<file path="src/rtl/ocp_config_initiator.sv">
// OCP master for the NI configuration port: one outstanding single-word read or
// write, command and response handshakes, and a per-phase watchdog.
module ocp_config_initiator #(
  parameter int TIMEOUT_CYCLES = 255
) (
  input  logic        clk,
  input  logic        reset,
  input  logic        req_valid,
  output logic        req_ready,
  input  logic        req_wr,
  input  logic [31:0] req_addr,
  input  logic [31:0] req_wdata,
  input  logic [3:0]  req_byteen,
  output logic        resp_valid,
  output logic [31:0] resp_rdata,
  output logic        resp_error,
  output logic        resp_timeout,
  output logic [2:0]  ocp_config_m_MCmd,
  output logic [31:0] ocp_config_m_MAddr,
  output logic [31:0] ocp_config_m_MData,
  output logic [3:0]  ocp_config_m_MByteEn,
  output logic        ocp_config_m_MRespAccept,
  input  logic [1:0]  ocp_config_s_SResp,
  input  logic [31:0] ocp_config_s_SData,
  input  logic        ocp_config_s_SCmdAccept
);

  localparam logic [2:0]  MCMD_IDLE = 3'b000;
  localparam logic [2:0]  MCMD_WR   = 3'b001;
  localparam logic [2:0]  MCMD_RD   = 3'b010;
  localparam logic [1:0]  SRESP_NULL = 2'b00;
  localparam logic [1:0]  SRESP_DVA  = 2'b01;
  localparam logic [15:0] TO_LAST   = 16'(TIMEOUT_CYCLES - 1);

  typedef enum logic [1:0] {ST_IDLE, ST_CMD, ST_RESP, ST_DONE} state_t;

  state_t      r_state;
  logic [15:0] r_cnt;
  logic        r_is_read;
  logic [2:0]  r_mcmd;
  logic [31:0] r_maddr;
  logic [31:0] r_mdata;
  logic [3:0]  r_mbyteen;
  logic        r_resp_valid;
  logic [31:0] r_resp_rdata;
  logic        r_resp_error;
  logic        r_resp_timeout;
  logic        w_expired;

  // The counter holds the number of stalled cycles already spent in the phase,
  // so the abort fires on the edge that ends the Nth stalled cycle.
  assign w_expired = (TIMEOUT_CYCLES != 0) && (r_cnt == TO_LAST);

  always_ff @(posedge clk or negedge reset) begin
    if (!reset) begin
      r_state        <= ST_IDLE;
      r_cnt          <= '0;
      r_is_read      <= 1'b0;
      r_mcmd         <= MCMD_IDLE;
      r_maddr        <= '0;
      r_mdata        <= '0;
      r_mbyteen      <= '0;
      r_resp_valid   <= 1'b0;
      r_resp_rdata   <= '0;
      r_resp_error   <= 1'b0;
      r_resp_timeout <= 1'b0;
    end else begin
      r_resp_valid <= 1'b0;
      case (r_state)
        ST_IDLE: begin
          if (req_valid) begin
            r_is_read <= !req_wr;
            r_mcmd    <= req_wr ? MCMD_WR : MCMD_RD;
            r_maddr   <= req_addr;
            r_mdata   <= req_wr ? req_wdata : 32'h0;
            r_mbyteen <= req_wr ? req_byteen : 4'b1111;
            r_cnt     <= '0;
            r_state   <= ST_CMD;
          end
        end
        ST_CMD: begin
          if (ocp_config_s_SCmdAccept) begin
            r_mcmd    <= MCMD_IDLE;
            r_maddr   <= '0;
            r_mdata   <= '0;
            r_mbyteen <= '0;
            r_cnt     <= '0;
            r_state   <= ST_RESP;
          end else if (w_expired) begin
            r_mcmd         <= MCMD_IDLE;
            r_maddr        <= '0;
            r_mdata        <= '0;
            r_mbyteen      <= '0;
            r_resp_rdata   <= '0;
            r_resp_error   <= 1'b1;
            r_resp_timeout <= 1'b1;
            r_resp_valid   <= 1'b1;
            r_state        <= ST_DONE;
          end else begin
            r_cnt <= r_cnt + 16'd1;
          end
        end
        ST_RESP: begin
          if (ocp_config_s_SResp != SRESP_NULL) begin
            r_resp_rdata   <= (ocp_config_s_SResp == SRESP_DVA && r_is_read)
                              ? ocp_config_s_SData : 32'h0;
            r_resp_error   <= (ocp_config_s_SResp != SRESP_DVA);
            r_resp_timeout <= 1'b0;
            r_resp_valid   <= 1'b1;
            r_state        <= ST_DONE;
          end else if (w_expired) begin
            r_resp_rdata   <= '0;
            r_resp_error   <= 1'b1;
            r_resp_timeout <= 1'b1;
            r_resp_valid   <= 1'b1;
            r_state        <= ST_DONE;
          end else begin
            r_cnt <= r_cnt + 16'd1;
          end
        end
        default: begin
          r_state <= ST_IDLE;
        end
      endcase
    end
  end

  // MRespAccept is a pure state decode so SResp never reaches it combinationally.
  assign ocp_config_m_MRespAccept = (r_state == ST_RESP);
  assign req_ready                = (r_state == ST_IDLE);

  assign ocp_config_m_MCmd    = r_mcmd;
  assign ocp_config_m_MAddr   = r_maddr;
  assign ocp_config_m_MData   = r_mdata;
  assign ocp_config_m_MByteEn = r_mbyteen;
  assign resp_valid           = r_resp_valid;
  assign resp_rdata           = r_resp_rdata;
  assign resp_error           = r_resp_error;
  assign resp_timeout         = r_resp_timeout;

endmodule
</file>
<file path="config.mk">
export PLATFORM = sky130hd
export DESIGN_NAME = ocp_config_initiator
export DESIGN_NICKNAME = d
export VERILOG_FILES = /design/src/rtl/ocp_config_initiator.sv
export SDC_FILE = /design/constraint.sdc
export NUM_CORES = 1
export LEC_CHECK = 0
export CORE_MARGIN = 3
export CORE_UTILIZATION = 42
export CTS_CLUSTER_SIZE = 16
export DETAILED_ROUTE_END_ITERATION = 10
export GPL_TIMING_DRIVEN = 0
export HOLD_SLACK_MARGIN = 0.08
export PLACE_DENSITY = 0.8
export SLEW_MARGIN = 15
export SYNTH_ARGS = -nofsm -noshare
export SYNTH_HDL_FRONTEND = slang
export SYNTH_SLANG_ARGS = --single-unit
export TNS_END_PERCENT = 100
</file>
<file path="constraint.sdc">
create_clock -name clk -period 2.67 [get_ports clk]
set_clock_uncertainty 0.1 [all_clocks]
set_input_delay 0.267 -clock clk [delete_from_list [all_inputs] [get_ports clk]]
set_output_delay 0.267 -clock clk [all_outputs]
set_load 0.02 [all_outputs]
</file>
Yosys cells after proc, flatten, opt, wreduce, memory -nomap -nowiden
Index checks and enable logic that the tools add are counted.

Register bits after elaboration: 125. Input port bits: 107. Output and inout port bits: 108. Word-level logic and storage cells: 76.

Add/subtract/negate cells: 1. Equality and inequality tests: 9. Mux-type cells: 44. Reduce and logical (&&, ||, !) cells: 11.

Operators by type and width (number): $mux W32 (9); $pmux W32 S2 (3); $mux W16 (4); $pmux W16 S3 (1); $add A16 B1 Y16 const B (1); $eq A16 B8 Y1 const B (1); $mux W4 (4); $mux W2 (5); $mux W1 (9); $mux W3 (3); $pmux W4 S2 (1); $ne A2 B2 Y1 const B (3); $pmux W1 S2 (3); $pmux W2 S3 (1); $pmux W3 S2 (1); $reduce_and A3 Y1 (2); $reduce_bool A2 Y1 (3); $eq A2 B1 Y1 const B (2); $reduce_and A2 Y1 (2); $ne A3 B3 Y1 const B (1); $reduce_bool A3 Y1 (1); $eq A2 B2 Y1 const B (1); $logic_not A2 Y1 (1); $ne A2 B1 Y1 const B (1); 2 further kinds (2).

Logic depth before layout (Yosys ltp)
Depth after elaboration: 5. Mapped depth: 9. Gate-level depth less buffers: 6.

Worst setup path after synthesis
Ideal clock, no wire load.

Path kind: register -> register. Start point: register r_state[0]. End point: register r_cnt[10]. Setup time: 0.130 ns. Arrival time: 1.875 ns. Data required time: 2.440 ns. Path slack: 0.566 ns. Cell stages (with the launch flop): 8. Path buffers: 1. Period minus slack after synthesis: 2.104 ns. Path through: dfrtp_1 -> inv_1 -> ha_1 -> o21a_1 -> or3_1 -> nor2_1 -> buf_2 -> a21oi_1.

Word-level cells in the longest chain between the ends: 3. Elaborated cells between the ends (all ways): 8. Classes of those cells: eq/ne: 4; mux: 1; reduce/logical: 3.

Ends and longest elaborated chain: start: declaration (line 37) `state_t r_state;`; start signal: assignment (line 56) `r_state <= ST_IDLE;`; start signal: assignment (line 78) `r_state <= ST_CMD;`; start signal: assignment (line 88) `r_state <= ST_RESP;`; $eq A2 B2 Y1 (*); via ocp_config_m_MRespAccept (line 22) `output logic ocp_config_m_MRespAccept,`; $ne A2 B2 Y1 (no line) or $reduce_bool A3 Y1 (tied branches); $reduce_and A3 Y1 (no line); end signal: assignment (line 100) `r_cnt <= r_cnt + 16'd1;`; end signal: assignment (line 118) `r_cnt <= r_cnt + 16'd1;`; end: declaration (line 38) `logic [15:0] r_cnt;`.

The timed path passes the listed nets; every way through them passes the cells marked *. A chain may end at the register's enable or synchronous reset.

Final worst setup path
Start point: register r_cnt[0]. End point: register r_mdata[11], in the netlist ocp_config_m_MData[11].

Word-level cells in the longest chain between the ends: 3.

Ends and longest elaborated chain: $eq A16 B8 Y1 (line 52) `assign w_expired = (TIMEOUT_CYCLES != 0) && (r_cnt == TO_LAST);`; $ne A3 B3 Y1 (no line); $reduce_and A3 Y1 (no line); end signal: assignment (line 75) `r_mdata <= req_wr ? req_wdata : 32'h0;`; end: declaration (line 42) `logic [31:0] r_mdata;`.

Every way passes these cells.

==> impl_metrics.tcl <==
set metrics [dict create \
    status "complete, no violations" \
    ir_worst_vdd_v 0.000740 \
    highest_layer "met4" \
    end_kind "flip-flop" \
    layout_min_cycle_time_ps 2420 \
    place_hpwl_um 10200 \
    critical_path.top_delay_family "compound AO/OA/AOI/OAI gates" \
    areaGrowthSynthToFinish_pct 60.2 \
    core_um2 11500 \
    wl_met2_um 7100 \
    dp_slack_ps 144 \
    async_flop_share_pct 100 \
    p_leak_nw 3.47 \
    post-route-util_pct 69.1 \
    synth-edff-count 0 \
    hold_class "primary input to asynchronous set/reset pin" \
    cts_made_buffers 17 \
    critPathRequiredTime_ps 2910 \
    netlist_area_um2 4950 \
    tightest_slew_ps 766 \
    start_util_pct 43.1 \
    slew_headroom_pct 48.6 \
    wl_met3_um 1130 \
    setup_ws_ps 249 \
    synth-seq-area-share_pct 62.7 \
    clock.fmax_mhz 413 \
    vias 4172 \
    worstPathMaxFanout 10 \
    ant_nets 0 \
    setup_tns_ps 0 \
    synth_xor_area_share_pct 0 \
    yosysWarningCount 0 \
    rsz0062_at_grt "false" \
    synth_compound_area_share_pct 24.8 \
    cts_max_level 4 \
    ys.flop_type "dfrtp_1" \
    final-hold-violation-count 0 \
    slowest_stage "o21ai_1" \
    synthAdderAreaFrac_pct 1.52 \
    yosys.area_share.simple_pct 7.66 \
    cts-root-buf "clkbuf_16" \
    drcViolationCount 0 \
    synthMuxAreaShare_pct 0 \
    sequentialPowerShare_pct 31.4 \
    nets 729 \
    detail_route.iter0.violations 251 \
    wire_per_inst_um 18.6 \
    cts.sinks 124 \
    grtUsageTotal_pct 22.6 \
    fin_crit_sh_pct 90.7 \
    grt_max_degree 76 \
    cp.arrival_ps 2660 \
    fin_hold_ws_ps 261 \
    die-area_um2 13100 \
    cts.path.max_buffers 2 \
    grt_pass1_wl_um 22900 \
    p_sw_mw 3.40 \
    antenna_found_initial 0 \
    cpPeakStageDelay_ps 600 \
    dr.pass1.iters 4 \
    pwr_density_cell_nw_per_um2 1230 \
    syn_avg_cell_area_um2 13.0 \
    totalWireLength_um 14300 \
    fillers 846 \
    tritoncts "yes" \
    clk_pin_slew_ps 50 \
    multi_input_area_um2 1690 \
    synthCells 382 \
    p_int_mw 6.35 \
    start_kind "flip-flop" \
    fin_total_pwr_mw 9.75 \
    synth_seq_cells 124 \
    switching_share_pct 34.9 \
    die_h_um 115 \
    worstPathCellList "inv_1 > ha_1 > and3_1 > and4_4 > buf_6 > o21ai_1 > buf_2 > a22o_1" \
    ys_types 42 \
    cp_num_buf_inv 3 \
    io_pins 215 \
    slew_viol_final 0 \
    synth_top_family_by_area "compound AO/OA/AOI/OAI gates" \
    io_buffers 213 \
    antennaDiodeCount 0 \
    dieWidth_um 115 \
    avgViaCountPerCell 5.40 \
    synth_fp_nets 495 \
    setup_viol_count_final 0 \
    wl_met1_um 5940 \
    insertion_delay_ps 410 \
    grt_pass1_vias 4309 \
    drive_gt1_share_pct 9.06 \
    crit_type "flip-flop to flip-flop" \
    max_cap_violations 0 \
    clkPwrFrac_pct 24.7 \
    grt_overflow 0 \
    core.rowCount 39 \
    cts_setup_buffers 0 \
    seq_area_um2 3100 \
    gp_congestion 0.891 \
    comb_power_share_pct 43.9 \
]
## power groups by stage
stage / sequential (mW) / clock [mW] / combinational [mW]
finish: 3.06 / 2.41 / 4.28
global placement: 3.03 / 0 / 4.21
detailed placement: 3.05 / 0 / 4.29
CTS: 3.06 / 2.45 / 4.33
global route: 3.15 / 2.53 / 4.58
floorplan: 3.88 / 0 / 1.35
## Yosys cell counts, types with 2 or more instances
library cell,count,area (um^2)
or4_4,2,22.5
o31ai_1,10,75.1
dfrtp_1,124,3100
nand2b_1,2,12.5
ha_1,6,75.1
a22o_1,97,850
nor2_1,6,22.5
a21oi_2,2,17.5
nor3_1,4,20.0
nand2_1,8,30.0
o41ai_1,2,17.5
nand4_1,5,31.3
nand3_1,5,25.0
a21bo_2,4,40.0
or3_1,4,25.0
and3_1,3,18.8
and2_1,3,18.8
o21ai_0,13,65.1
a21oi_1,18,90.1
o21ai_1,3,15.0
buf_2,11,55.1
clkbuf_1,11,41.3
nor4_1,3,18.8
buf_6,2,22.5
buf_4,2,15.0
or4_1,8,60.1
nor2b_1,3,18.8
and4_4,2,22.5
inv_1,6,22.5
## cell type report
cell class,instances,area share [%]
flip-flops and latches,124,39.2
repair buffers,215,27.4
multi-input cells,225,21.3
clock buffers,25,6.13
well taps,143,2.26
clock inverters,7,1.71
plain buffers,26,1.69
inverters,7,0.332
## worst paths after layout
kind | from | endpoint | slack, ps | cells past startpoint
setup / recovery | r_cnt[0] | ocp_config_m_MData[11] | 250 | 8
hold / removal | reset | ocp_config_m_MAddr[0] | 260 | 2
setup reg to reg | r_cnt[0] | ocp_config_m_MData[11] | 250 | 8
hold reg to reg | ocp_config_m_MByteEn[1] | ocp_config_m_MByteEn[1] | 390 | 1
max in group asynchronous | reset | r_cnt[7] | 1510 | 3
min in group clk | req_addr[25] | ocp_config_m_MAddr[25] | 350 | 2
## stage by stage
stage,cell area (um^2),cells
6_report,7930,772
5_1_grt,7930,772
3_3_place_gp,7260,738
4_1_cts,7920,772
2_1_floorplan,4950,382
3_5_place_dp,7290,739
## cell families (layout without fill, tap and decap cells)
family,Yosys count,after routing
AOI/OAI and AO/OA,156,156
adders and majority gates,6,6
buffers and inverters,33,280
DFF,124,124
other,1,1
and+or+nand+nor,62,62
## state kept, by name (all words and copies together) (netlist names)
name and flops:
ocp_config_m_MAddr 32, ocp_config_m_MData 32, resp_rdata 32, r_cnt 16, ocp_config_m_MByteEn 4, ocp_config_m_MCmd 2, r_state 2, r_is_read 1
resp_error 1, resp_timeout 1, resp_valid 1
## layer usage
metal | vias up | track usage [%]
met5 | - | 0
met3 | 14 | 6.82
met4 | 0 | 8.95
li1 | 1949 | -
met2 | 194 | 36.2
met1 | 2015 | 28.7
## placed cells by master (no fill, tap or decap), types with 6 or more instances in the layout
cell type / instances
inv_1: 6
ha_1: 6
clkbuf_1: 16
o21ai_0: 13
or4_1: 8
o31ai_1: 10
dfrtp_1: 124
clkbuf_16: 17
clkdlybuf4s50_1: 212
buf_2: 11
nand2_1: 8
a22o_1: 97
a21oi_1: 18
## timing repair
| action | CTS | global route |
|---|---|---|
| gates resized for setup | 0 | 2 |
| hold buffers | 1 | 0 |
| hold endpoints to repair | 49 | 0 |
| setup endpoints to repair | 0 | 31 |
No activity file was read; power rests on OpenSTA's default activity.
